File: src/rtl/btn_conditioner.sv
// btn_conditioner: debounced buttons with press pulse/toggle/lock, switch sync; auto-repeat under BTN_COND_REPEAT_EN.
// Latency: press = 2 cycles + DEPTH ticks + 1 cycle after a clean step; sw_out 2 cycles.
// Backpressure: none; press is a one-cycle strobe the consumer must catch.
module btn_conditioner #(
    parameter int               N_BTN       = 4,
    parameter int               N_SW        = 2,
    parameter int               DIV_W       = 17,
    parameter int               DEPTH       = 3,
    parameter logic [N_BTN-1:0] TOGGLE_MASK = {N_BTN{1'b0}},
    parameter int               REPEAT_DLY  = 8,
    parameter int               REPEAT_PER  = 4
) (
    input  logic             clk,
    input  logic             rst,
    input  logic [N_BTN-1:0] btn_in,
    input  logic [N_SW-1:0]  sw_in,
    input  logic             lock,
    output logic             tick,
    output logic [N_BTN-1:0] btn_level,
    output logic [N_BTN-1:0] btn_press,
    output logic [N_BTN-1:0] btn_tog,
    output logic [N_SW-1:0]  sw_out
);

    logic [DIV_W-1:0]            div_q, div_d;
    logic                        tick_q, tick_d;
    logic                        eval_q, eval_d;
    logic [N_BTN-1:0]            bsync1_q, bsync1_d, bsync2_q, bsync2_d;
    logic [N_SW-1:0]             ssync1_q, ssync1_d, ssync2_q, ssync2_d;
    logic [N_BTN-1:0][DEPTH-1:0] samp_q, samp_d;
    logic [N_BTN-1:0]            level_q, level_d;
    logic [N_BTN-1:0]            press_q, press_d;
    logic [N_BTN-1:0]            tog_q, tog_d;
`ifdef BTN_COND_REPEAT_EN
    logic [N_BTN-1:0][7:0]       rcnt_q, rcnt_d;
    logic [N_BTN-1:0]            rph_q, rph_d;
`endif

    always_comb begin
        div_d    = div_q + {{(DIV_W-1){1'b0}}, 1'b1};
        tick_d   = &div_q;
        // Debounce decisions look at the shift register one cycle after it moved.
        eval_d   = tick_q;
        bsync1_d = btn_in;
        bsync2_d = bsync1_q;
        ssync1_d = sw_in;
        ssync2_d = ssync1_q;
        samp_d   = samp_q;
        level_d  = level_q;
        press_d  = '0;
        tog_d    = tog_q;
        for (int i = 0; i < N_BTN; i++) begin
            if (tick_q) begin
                samp_d[i] = {samp_q[i][DEPTH-2:0], bsync2_q[i]};
            end
            if (eval_q) begin
                if ((&samp_q[i]) && !level_q[i]) begin
                    level_d[i] = 1'b1;
                    press_d[i] = 1'b1;
                    if (TOGGLE_MASK[i] && !lock) begin
                        tog_d[i] = ~tog_q[i];
                    end
                end else if (~|samp_q[i]) begin
                    level_d[i] = 1'b0;
                end
            end
            if (!TOGGLE_MASK[i]) begin
                tog_d[i] = 1'b0;
            end
        end
`ifdef BTN_COND_REPEAT_EN
        rcnt_d = rcnt_q;
        rph_d  = rph_q;
        // rph marks that the initial delay has elapsed; afterwards the counter wraps every period.
        for (int i = 0; i < N_BTN; i++) begin
            if (!level_q[i] || !level_d[i] || TOGGLE_MASK[i]) begin
                rcnt_d[i] = '0;
                rph_d[i]  = 1'b0;
            end else if (eval_q) begin
                if (!rph_q[i] && ((rcnt_q[i] + 8'd1) == 8'(REPEAT_DLY))) begin
                    press_d[i] = 1'b1;
                    rph_d[i]   = 1'b1;
                    rcnt_d[i]  = '0;
                end else if (rph_q[i] && ((rcnt_q[i] + 8'd1) == 8'(REPEAT_PER))) begin
                    press_d[i] = 1'b1;
                    rcnt_d[i]  = '0;
                end else begin
                    rcnt_d[i] = rcnt_q[i] + 8'd1;
                end
            end
        end
`endif
    end

    always_ff @(posedge clk) begin
        if (rst) begin
            div_q    <= '0;
            tick_q   <= 1'b0;
            eval_q   <= 1'b0;
            bsync1_q <= '0;
            bsync2_q <= '0;
            ssync1_q <= '0;
            ssync2_q <= '0;
            samp_q   <= '0;
            level_q  <= '0;
            press_q  <= '0;
            tog_q    <= '0;
`ifdef BTN_COND_REPEAT_EN
            rcnt_q   <= '0;
            rph_q    <= '0;
`endif
        end else begin
            div_q    <= div_d;
            tick_q   <= tick_d;
            eval_q   <= eval_d;
            bsync1_q <= bsync1_d;
            bsync2_q <= bsync2_d;
            ssync1_q <= ssync1_d;
            ssync2_q <= ssync2_d;
            samp_q   <= samp_d;
            level_q  <= level_d;
            press_q  <= press_d;
            tog_q    <= tog_d;
`ifdef BTN_COND_REPEAT_EN
            rcnt_q   <= rcnt_d;
            rph_q    <= rph_d;
`endif
        end
    end

    assign tick      = tick_q;
    assign btn_level = level_q;
    assign btn_press = press_q;
    assign btn_tog   = tog_q;
    assign sw_out    = ssync2_q;

endmodule
File: config.mk
export PLATFORM = sky130hd
export DESIGN_NAME = btn_conditioner
export DESIGN_NICKNAME = d
export VERILOG_FILES = /design/src/rtl/btn_conditioner.sv
export SDC_FILE = /design/constraint.sdc
export NUM_CORES = 1
export LEC_CHECK = 0
export ABC_AREA = 1
export ABC_CLOCK_PERIOD_IN_PS = 3500
export CELL_PAD_IN_SITES_DETAIL_PLACEMENT = 1
export CELL_PAD_IN_SITES_GLOBAL_PLACEMENT = 2
export CORE_MARGIN = 4
export CORE_UTILIZATION = 34
export DETAILED_ROUTE_END_ITERATION = 10
export GPL_TIMING_DRIVEN = 0
export PLACE_DENSITY_LB_ADDON = 0.1
export REMOVE_ABC_BUFFERS = 1
export SKIP_CTS_REPAIR_TIMING = 1
export SLEW_MARGIN = 20
export SYNTH_ARGS = -nofsm -noshare
export SYNTH_HDL_FRONTEND = slang
export SYNTH_SLANG_ARGS = --single-unit
File: constraint.sdc
create_clock -name clk -period 3.5 [get_ports clk]
set_input_delay 0.525 -clock clk [delete_from_list [all_inputs] [get_ports clk]]
set_output_delay 0.525 -clock clk [all_outputs]
set_load 0.03 [all_outputs]
==> results of run 1 <==
[how the worst max path moves through the flow]
stage / from / to / slack, ns / depth (start not counted)
after floorplan: div_q[0] / div_q[16] / 2.07 / 8
after global placement: rst / btn_level[3] / 0.31 / 4
after detailed placement: rst / btn_level[1] / 0.31 / 4
after CTS: rst / btn_level[1] / 0.65 / 4
after global routing: tick / tick / 1.24 / 1
final: tick / tick / 1.33 / 1
[metal layers]
layer,part of all wire,GRT usage
met3,0.048,0.0363
met5,0,0
met1,0.52,0.159
met4,0.015,0.0388
met2,0.41,0.192
[flip-flops by register name, indices dropped and copies added, names as in the netlist]
signal     flops
sw_out         2
div_q         17
bsync1_q       4
samp_q        12
btn_press      4
tick           1
eval_q         1
btn_level      4
bsync2_q       4
ssync1_q       2
[Yosys cell counts, types with 2 or more instances]
cell,number
a21oi_1,15
dfxtp_1,51
nand3_2,5
nor2_2,5
nor2_1,49
nand3_1,12
nor2_4,2
nand2_2,5
o21ai_0,20
nand2_1,23
ha_1,2
buf_2,6
nand4_1,4
o22ai_1,3
inv_1,41
buf_4,4
inv_2,3
[placed cells by master, fill, tap and decap left out, drive strengths merged]
cell type,instances
nor2,56
dfxtp,51
inv,44
nand2,28
o21ai,21
clkdlybuf4s50,17
nand3,17
a21oi,15
clkbuf,6
nand4,4
conb,4
o22ai,3
ha,2
o21a,1
o211ai,1
o21bai,1
clkinv,1
clkinvlp,1
buf,1
[power by group through the flow]
| stage | Sequential (mW) | Combinational (mW) | Clock (mW) |
|---|---|---|---|
| after CTS | 0.593 | 0.0400 | 0.379 |
| final | 0.593 | 0.0386 | 0.362 |
| after floorplan | 0.608 | 0.0193 | 0 |
| after global placement | 0.607 | 0.0391 | 0 |
| after global routing | 0.594 | 0.0448 | 0.405 |
| after detailed placement | 0.607 | 0.0399 | 0 |
[cells by family (layout without fill, tap and decap cells)]
logic type / count (synthesis) / in the layout / synth area share
fa+ha+maj: 2 / 2 / 0.0125
flops: 51 / 51 / 0.512
buf+inv: 55 / 70 / 0.115
simple gates: 105 / 105 / 0.246
other cells: 1 / 4 / 0.00188
compound gates: 42 / 42 / 0.113
[stage by stage]
| step | cells | total power [mW] | hold WS (ns) | setup slack, ns | utilization |
|---|---|---|---|---|---|
| floorplan | 248 | 0.627 | 0.388 | 2.07 | - |
| global placement | 338 | 0.646 | 0.391 | 0.310 | 0.394 |
| detailed placement | 338 | 0.647 | 0.400 | 0.306 | 0.394 |
| CTS | 346 | 1.01 | 0.414 | 0.653 | 0.412 |
| global route | 346 | 1.04 | 0.431 | 1.24 | 0.411 |
| finish | 346 | 0.993 | 0.411 | 1.33 | 0.411 |
[final cells by class]
class | instances | area [um^2]
fill | 696 | 3300
sequential | 51 | 1020
multi-input combinational | 153 | 756
timing repair buffer | 18 | 175
inverter | 44 | 165
tap | 72 | 90.1
clock buffer | 6 | 82.6
clock inverter | 2 | 16.3
==> impl_metrics.tcl, run 1 <==
set metrics [dict create \
    clockBufferDepth 2 \
    syn2layout_area_growth_pct 15.6 \
    switching_share 0.230 \
    hold_class "reg -> reg" \
    worstPathMaxFanout 14 \
    reg2reg_depth 8 \
    avgRoutedWirePerCell_um 11.3 \
    clkSlewWorstSetupHoldPaths_ns 0.10 \
    portBuffers 18 \
    fin_skew_ns 0.00870 \
    p_clk_frac 0.364 \
    rsz0062_at_grt "no" \
    fin_tns_setup_ns 0 \
    cp-end-kind "output port" \
    holdPathEnd "bsync2_q[2]" \
    grt_pass1_wl_mm 7.11 \
    dp.final_hpwl_mm 2.77 \
    synthCells 256 \
    p_per_area_nw_per_um2 431 \
    synth_edf_count 0 \
    coreArea_um2 5610 \
    cts_root_buffer "clkbuf_8" \
    maxSlewHeadroom 0.593 \
    hp-start "bsync1_q[2]" \
    numClockSinks 51 \
    p_int_uw 765 \
    yosysWarnings 0 \
    finalInstanceArea_um2 2310 \
    r2r_slack_ns 1.88 \
    gp_congestion 0.690 \
    cts_tree "built" \
    dpl_cell_area_um2 2210 \
    grt_pass1_vias 1568 \
    drtPass1Iterations 3 \
    synth-seq-area-share 0.512 \
    gr-total-overflow 0 \
    crit_path_top_delay_cell "clkdlybuf4s50_1" \
    min_period_ns 2.17 \
    fin_crit_sh 0.619 \
    final_nets 284 \
    num_vias 1554 \
    timing.rr.start "div_q[0]" \
    outcome "complete, no violations" \
    regToRegEndpoint "div_q[16]" \
    pwr-share-comb 0.039 \
    critical-path-top-delay-family "buffers and inverters" \
    wl_mm 3.93 \
    worst-setup-path-type "reg -> out" \
    htreeDepth 2 \
    die_w_um 84.6 \
    initial_utilization 0.356 \
    syn_area_um2 1990 \
    critPathBufInv 1 \
    ant_nets 0 \
    slew_viol_final 0 \
    vdd_drop_max_mv 0.178 \
    ios 24 \
    drive_gt1_frac 0.109 \
    synth_area_leaders "dfxtp_1, nor2_1, inv_1" \
    clock_latency_ns 0.30 \
    finalHoldViolCount 0 \
    ys_ff_latch 51 \
    ys_types 23 \
    grt_start_max_net_pins 29 \
    drt_iter0_drc 52 \
    crit_required_ns 2.97 \
    die-area_um2 7160 \
    synthArstFlopShare 0 \
    crit_chain "clkdlybuf4s50_1" \
    drc 0 \
    max_cap_violations 0 \
    critPathArrivalTime_ns 1.64 \
    power_switching_uw 229 \
    yosysTopAreaCell "dfxtp_1" \
    antenna_found_initial 0 \
    fmaxAchievable_mhz 461 \
    ys.flop_type "dfxtp_1" \
    grt_usage 0.122 \
    setup_viol 0 \
    fp-row-count 27 \
    cts_buffers 5 \
    post_drt_via_cell_ratio 4.49 \
    num_antenna_cells 0 \
    power_leakage_nw 0.894 \
    synth_area_per_cell_um2 7.79 \
    hold_depth 2 \
    pwr-share-seq 0.597 \
    synth_top_area_share 0.512 \
    die_h_um 84.6 \
    start_kind "flop" \
    worst_pin_slew_ns 0.610 \
    cpPeakStageDelay_ns 0.76 \
]
No activity file was read; power rests on OpenSTA's default activity.
==> inputs of run 2 (changes only) <==
--- a/config.mk
+++ b/config.mk
@@ -6,11 +6,11 @@
 export NUM_CORES = 1
 export LEC_CHECK = 0
 export ABC_AREA = 1
-export ABC_CLOCK_PERIOD_IN_PS = 3500
+export ABC_CLOCK_PERIOD_IN_PS = 1750
 export CELL_PAD_IN_SITES_DETAIL_PLACEMENT = 1
 export CELL_PAD_IN_SITES_GLOBAL_PLACEMENT = 2
 export CORE_MARGIN = 4
-export CORE_UTILIZATION = 34
+export CORE_UTILIZATION = 28
 export DETAILED_ROUTE_END_ITERATION = 10
 export GPL_TIMING_DRIVEN = 0
 export PLACE_DENSITY_LB_ADDON = 0.1
==> constraint.sdc (replaced) <==
create_clock -name clk -period 1.75 [get_ports clk]
set_input_delay 0.2625 -clock clk [delete_from_list [all_inputs] [get_ports clk]]
set_output_delay 0.2625 -clock clk [all_outputs]
set_load 0.03 [all_outputs]
==> impl_metrics.tcl, run 2 (same netlist as run 1, synthesis figures left out) <==
set metrics [dict create \
    dp_cells 362 \
    crit_chain "clkdlybuf4s50_1" \
    grt_pass1_wl_mm 7.13 \
    maxSlewHeadroom 0.587 \
    crit_required_ns 1.49 \
    clockBufferDepth 2 \
    hp-start "bsync1_q[2]" \
    setup_viol 0 \
    final_nets 286 \
    antenna_found_initial 0 \
    final_common_cell "dfxtp_1" \
    avgRoutedWirePerCell_um 11.4 \
    die_w_um 92.4 \
    outcome "complete, no violations" \
    holdPathEnd "bsync2_q[2]" \
    die_h_um 92.4 \
    largest_registers "div_q (17), samp_q (12)" \
    grt_usage 0.106 \
    layout_common_cells "dfxtp_1, nor2_1, inv_1" \
    max_cap_violations 0 \
    fin_crit_sh 0.921 \
    fp-row-count 30 \
    ios 24 \
    critPathBufInv 1 \
    cts_tree "built" \
    crit_path_top_delay_cell "clkdlybuf4s50_1" \
    rsz0062_at_grt "no" \
    top_register "div_q" \
    critical-path-top-delay-family "buffers and inverters" \
    fmaxAchievable_mhz 620 \
    syn2layout_area_growth_pct 19.8 \
    reg2reg_depth 8 \
    finalHoldViolCount 0 \
    cp-end-kind "output port" \
    fin_skew_ns 0.00453 \
    vdd_drop_max_mv 0.347 \
    hold_class "reg -> reg" \
    start_kind "flop" \
    ant_nets 0 \
    gr-total-overflow 0 \
    dp.final_hpwl_mm 2.83 \
    initial_utilization 0.290 \
    clkSlewWorstSetupHoldPaths_ns 0.09 \
    grt_start_max_net_pins 29 \
    critPathLaunch "btn_level[3]" \
    numClockSinks 51 \
    drive_gt1_frac 0.120 \
    largest_reg_flops 17 \
    post_drt_via_cell_ratio 4.24 \
    coreArea_um2 6870 \
    worst-setup-path-type "reg -> out" \
    timing.rr.start "div_q[0]" \
    worst_pin_slew_ns 0.619 \
    cts_buffers 5 \
    grt_pass1_vias 1548 \
    fillers 840 \
    clock_latency_ns 0.30 \
    r2r_slack_ns 0.20 \
    num_antenna_cells 0 \
    drc 0 \
    holdWs_ns 0.408 \
    worstPathMaxFanout 3 \
    critPathArrivalTime_ns 1.35 \
    cts_root_buffer "clkbuf_8" \
    portBuffers 18 \
    slew_viol_final 0 \
    die-area_um2 8540 \
    p_per_area_nw_per_um2 931 \
    drt_iter0_drc 42 \
    htreeDepth 2 \
    min_period_ns 1.61 \
    num_vias 1577 \
    drtPass1Iterations 3 \
    final_cell_count_no_fill 372 \
    cpPeakStageDelay_ns 0.68 \
    hold_depth 2 \
    power_mw 2.23 \
    gp_congestion 0.672 \
    power_leakage_nw 0.932 \
    wl_mm 4.25 \
    regToRegEndpoint "div_q[16]" \
]
[run 2: cell type report]
type                            instances  area, um^2  share of cell area
Sequential cell                        51        1020               0.428
Multi-Input combinational cell        153         756               0.316
Timing Repair Buffer                   19         185              0.0775
Inverter                               44         169              0.0707
Tap cell                               96         120              0.0503
Clock buffer                            6        72.6              0.0304
Clock inverter                          2        60.1              0.0251
Timing Repair inverter                  1        5.00             0.00209
[run 2: stage by stage]
step                      cell area, um^2  setup slack [ns]  setup TNS, ns  utilization
after global routing                 2390            0.0520              0        0.348
final                                2390             0.138              0        0.348
after global placement               2240             -1.29         -27.98        0.326
after floorplan                      1940             0.324              0            -
after detailed placement             2240            -0.234          -1.42        0.326
after CTS                            2370            -0.241         -0.241        0.345
[run 2: worst max path at each step]
stage,end,slack [ns],cells after the start
global route,btn_level[1],0.05,4
global placement,btn_level[1],-1.29,4
detailed placement,btn_level[1],-0.23,4
finish,btn_level[3],0.14,1
floorplan,div_q[16],0.32,8
CTS,tick,-0.24,1
[run 2: tightest hold or removal path, delay by kind of cell (launching register included)]
family                 cells  cell delay (ns)
flip-flops                 1             0.31
buffers and inverters      1             0.04
AND/OR/NAND/NOR            1             0.03
[run 2: power breakdown]
group	switching (mW)	internal [mW]	total (mW)
clock	0.387	0.572	0.958
sequential	0.00798	1.18	1.19
combinational	0.0526	0.0282	0.0808
[run 2: metal layers]
| layer | global-route usage | share of wire | routed length (um) | up-vias |
|---|---|---|---|---|
| met5 | 0 | 0 | 0 | - |
| met4 | 0.0446 | 0.017 | 74 | 0 |
| met3 | 0.0244 | 0.031 | 132 | 6 |
| met2 | 0.169 | 0.44 | 1860 | 21 |
| met1 | 0.136 | 0.51 | 2180 | 724 |
| li1 | - | - | - | 826 |
==> inputs of run 3 (changes only) <==
--- a/config.mk
+++ b/config.mk
@@ -6,11 +6,11 @@
 export NUM_CORES = 1
 export LEC_CHECK = 0
 export ABC_AREA = 1
-export ABC_CLOCK_PERIOD_IN_PS = 1750
+export ABC_CLOCK_PERIOD_IN_PS = 1500
 export CELL_PAD_IN_SITES_DETAIL_PLACEMENT = 1
 export CELL_PAD_IN_SITES_GLOBAL_PLACEMENT = 2
 export CORE_MARGIN = 4
-export CORE_UTILIZATION = 28
+export CORE_UTILIZATION = 31
 export DETAILED_ROUTE_END_ITERATION = 10
 export GPL_TIMING_DRIVEN = 0
 export PLACE_DENSITY_LB_ADDON = 0.1
==> constraint.sdc (replaced) <==
create_clock -name clk -period 1.5 [get_ports clk]
set_input_delay 0.225 -clock clk [delete_from_list [all_inputs] [get_ports clk]]
set_output_delay 0.225 -clock clk [all_outputs]
set_load 0.03 [all_outputs]
==> impl_metrics.tcl, run 3 (same netlist as run 1, synthesis figures left out) <==
set metrics [dict create \
    outcome "finished, violations left" \
    violations "setup timing" \
    antenna_found_initial 0 \
    grt_pass1_vias 1481 \
    final_nets 289 \
    fin_crit_sh 1.01 \
    timing.rr.start "div_q[1]" \
    drtPass1Iterations 4 \
    largest_reg_flops 17 \
    hold_depth 2 \
    post_drt_via_cell_ratio 4.49 \
    num_vias 1588 \
    cts_buffers 5 \
    finalInstanceArea_um2 2390 \
    crit_required_ns 1.68 \
    grt_usage 0.113 \
    critPathCapture "div_q[16]" \
    critPathArrivalTime_ns 1.70 \
    cts_tree "built" \
    vdd_drop_max_mv 0.457 \
    critPathLaunch "div_q[1]" \
    gr-total-overflow 0 \
    drt_iter0_drc 63 \
    dp.final_hpwl_mm 2.79 \
    layout_common_cells "nor2_1, dfxtp_1, inv_1" \
    cts_root_buffer "clkbuf_8" \
    ios 24 \
    slew_viol_final 0 \
    min_period_ns 1.51 \
    start_kind "flop" \
    final_common_cell "nor2_1" \
    clock_latency_ns 0.30 \
    drive_gt1_frac 0.158 \
    clockBufferDepth 2 \
    worstPathMaxFanout 6 \
    die_h_um 88.2 \
    wl_mm 4.13 \
    cp-end-kind "flop" \
    dp_cells 341 \
    num_antenna_cells 0 \
    numClockSinks 51 \
    avgRoutedWirePerCell_um 11.7 \
    top_register "div_q" \
    rsz0062_at_grt "yes" \
    setup_ws_ns -0.0141 \
    die-area_um2 7780 \
    fmaxAchievable_mhz 660 \
    p_per_area_nw_per_um2 945 \
    portBuffers 18 \
    max_cap_violations 0 \
    regToRegEndpoint "div_q[16]" \
    clkSlewWorstSetupHoldPaths_ns 0.09 \
    hold_class "in -> reg" \
    initial_utilization 0.327 \
    syn2layout_area_growth_pct 20.1 \
    worst-setup-path-type "reg -> reg" \
    fp-row-count 28 \
    ant_nets 0 \
    dpl_cell_area_um2 2220 \
    r2r_slack_ns -0.01 \
    power_leakage_nw 1.12 \
    grt_start_max_net_pins 29 \
    setup_viol 1 \
    die_w_um 88.2 \
    drc 0 \
    htreeDepth 2 \
    gp_congestion 0.687 \
    reg2reg_depth 8 \
    final_cell_count_no_fill 354 \
    finalHoldViolCount 0 \
    coreArea_um2 6100 \
    fin_tns_setup_ns -0.0141 \
    fin_skew_ns 0.00399 \
    largest_registers "div_q (17), samp_q (12)" \
    grt_pass1_wl_mm 6.86 \
]
run 3: changes by cell type in the layout (fill, tap and decap cells not counted), moves of 2 or more:
cell	before	now
dfxtp_2	1	3
buf_4	1	4
bufinv_16	2	0
ha_1	2	0
dlymetal6s2s_1	1	11
clkdlybuf4s50_1	16	6
inv_1	40	38
dfxtp_1	50	47
inv_2	3	5
run 3: routing by layer:
layer  global-route usage  vias up  routed length [um]
li1                     -      834                   -
met2                0.168       21                1790
met3               0.0317        5                 162
met5                    0        -                   0
met4               0.0412        0                  52
met1                0.156      728                2120
run 3: worst max-delay path: stages, from the launching register on:
cell	delay (ns)
dfxtp_2	0.37
ha_4	0.16
nand2_4	0.06
nor2_4	0.18
nand4_1	0.15
nor2_1	0.14
ha_2	0.28
inv_2	0.04
nor2_1	0.03
run 3: where the power goes:
group          switching, mW  leakage [nW]  total [mW]  internal (mW)
clock                  0.450        0.0412       0.778          0.327
combinational         0.0615         0.661      0.0990         0.0375
sequential            0.0124         0.416        1.39           1.37
total                  0.524          1.12        2.26           1.74
run 3: how the worst min path moves through the flow:
stage                 from     endpoint  slack (ns)
2_1_floorplan          rst     div_q[0]        0.29
3_3_place_gp   bsync1_q[3]  bsync2_q[3]        0.39
3_5_place_dp   bsync1_q[1]  bsync2_q[1]        0.40
4_1_cts        bsync1_q[1]  bsync2_q[1]        0.41
5_1_grt                rst  bsync2_q[3]        0.41
6_report               rst         tick        0.39
run 3: layout make-up:
type | count | area [um^2]
multi-input cells | 153 | 778
clock buffers | 6 | 72.6
repair buffers | 22 | 235
fillers | 760 | 3700
repair inverters | 1 | 5.00
well taps | 75 | 93.8
clock inverters | 2 | 12.5
flip-flops and latches | 51 | 1030
inverters | 44 | 169
run 3: through the flow:
| stage | hold slack, ns | total power, mW | setup WS, ns | util |
|---|---|---|---|---|
| floorplan | 0.292 | 1.46 | 0.0736 | - |
| global placement | 0.392 | 1.51 | -1.42 | 0.364 |
| detailed placement | 0.397 | 1.51 | -1.41 | 0.364 |
| CTS | 0.411 | 2.30 | -1.08 | 0.377 |
| global route | 0.409 | 2.38 | -0.147 | 0.393 |
| finish | 0.390 | 2.26 | -0.0141 | 0.393 |
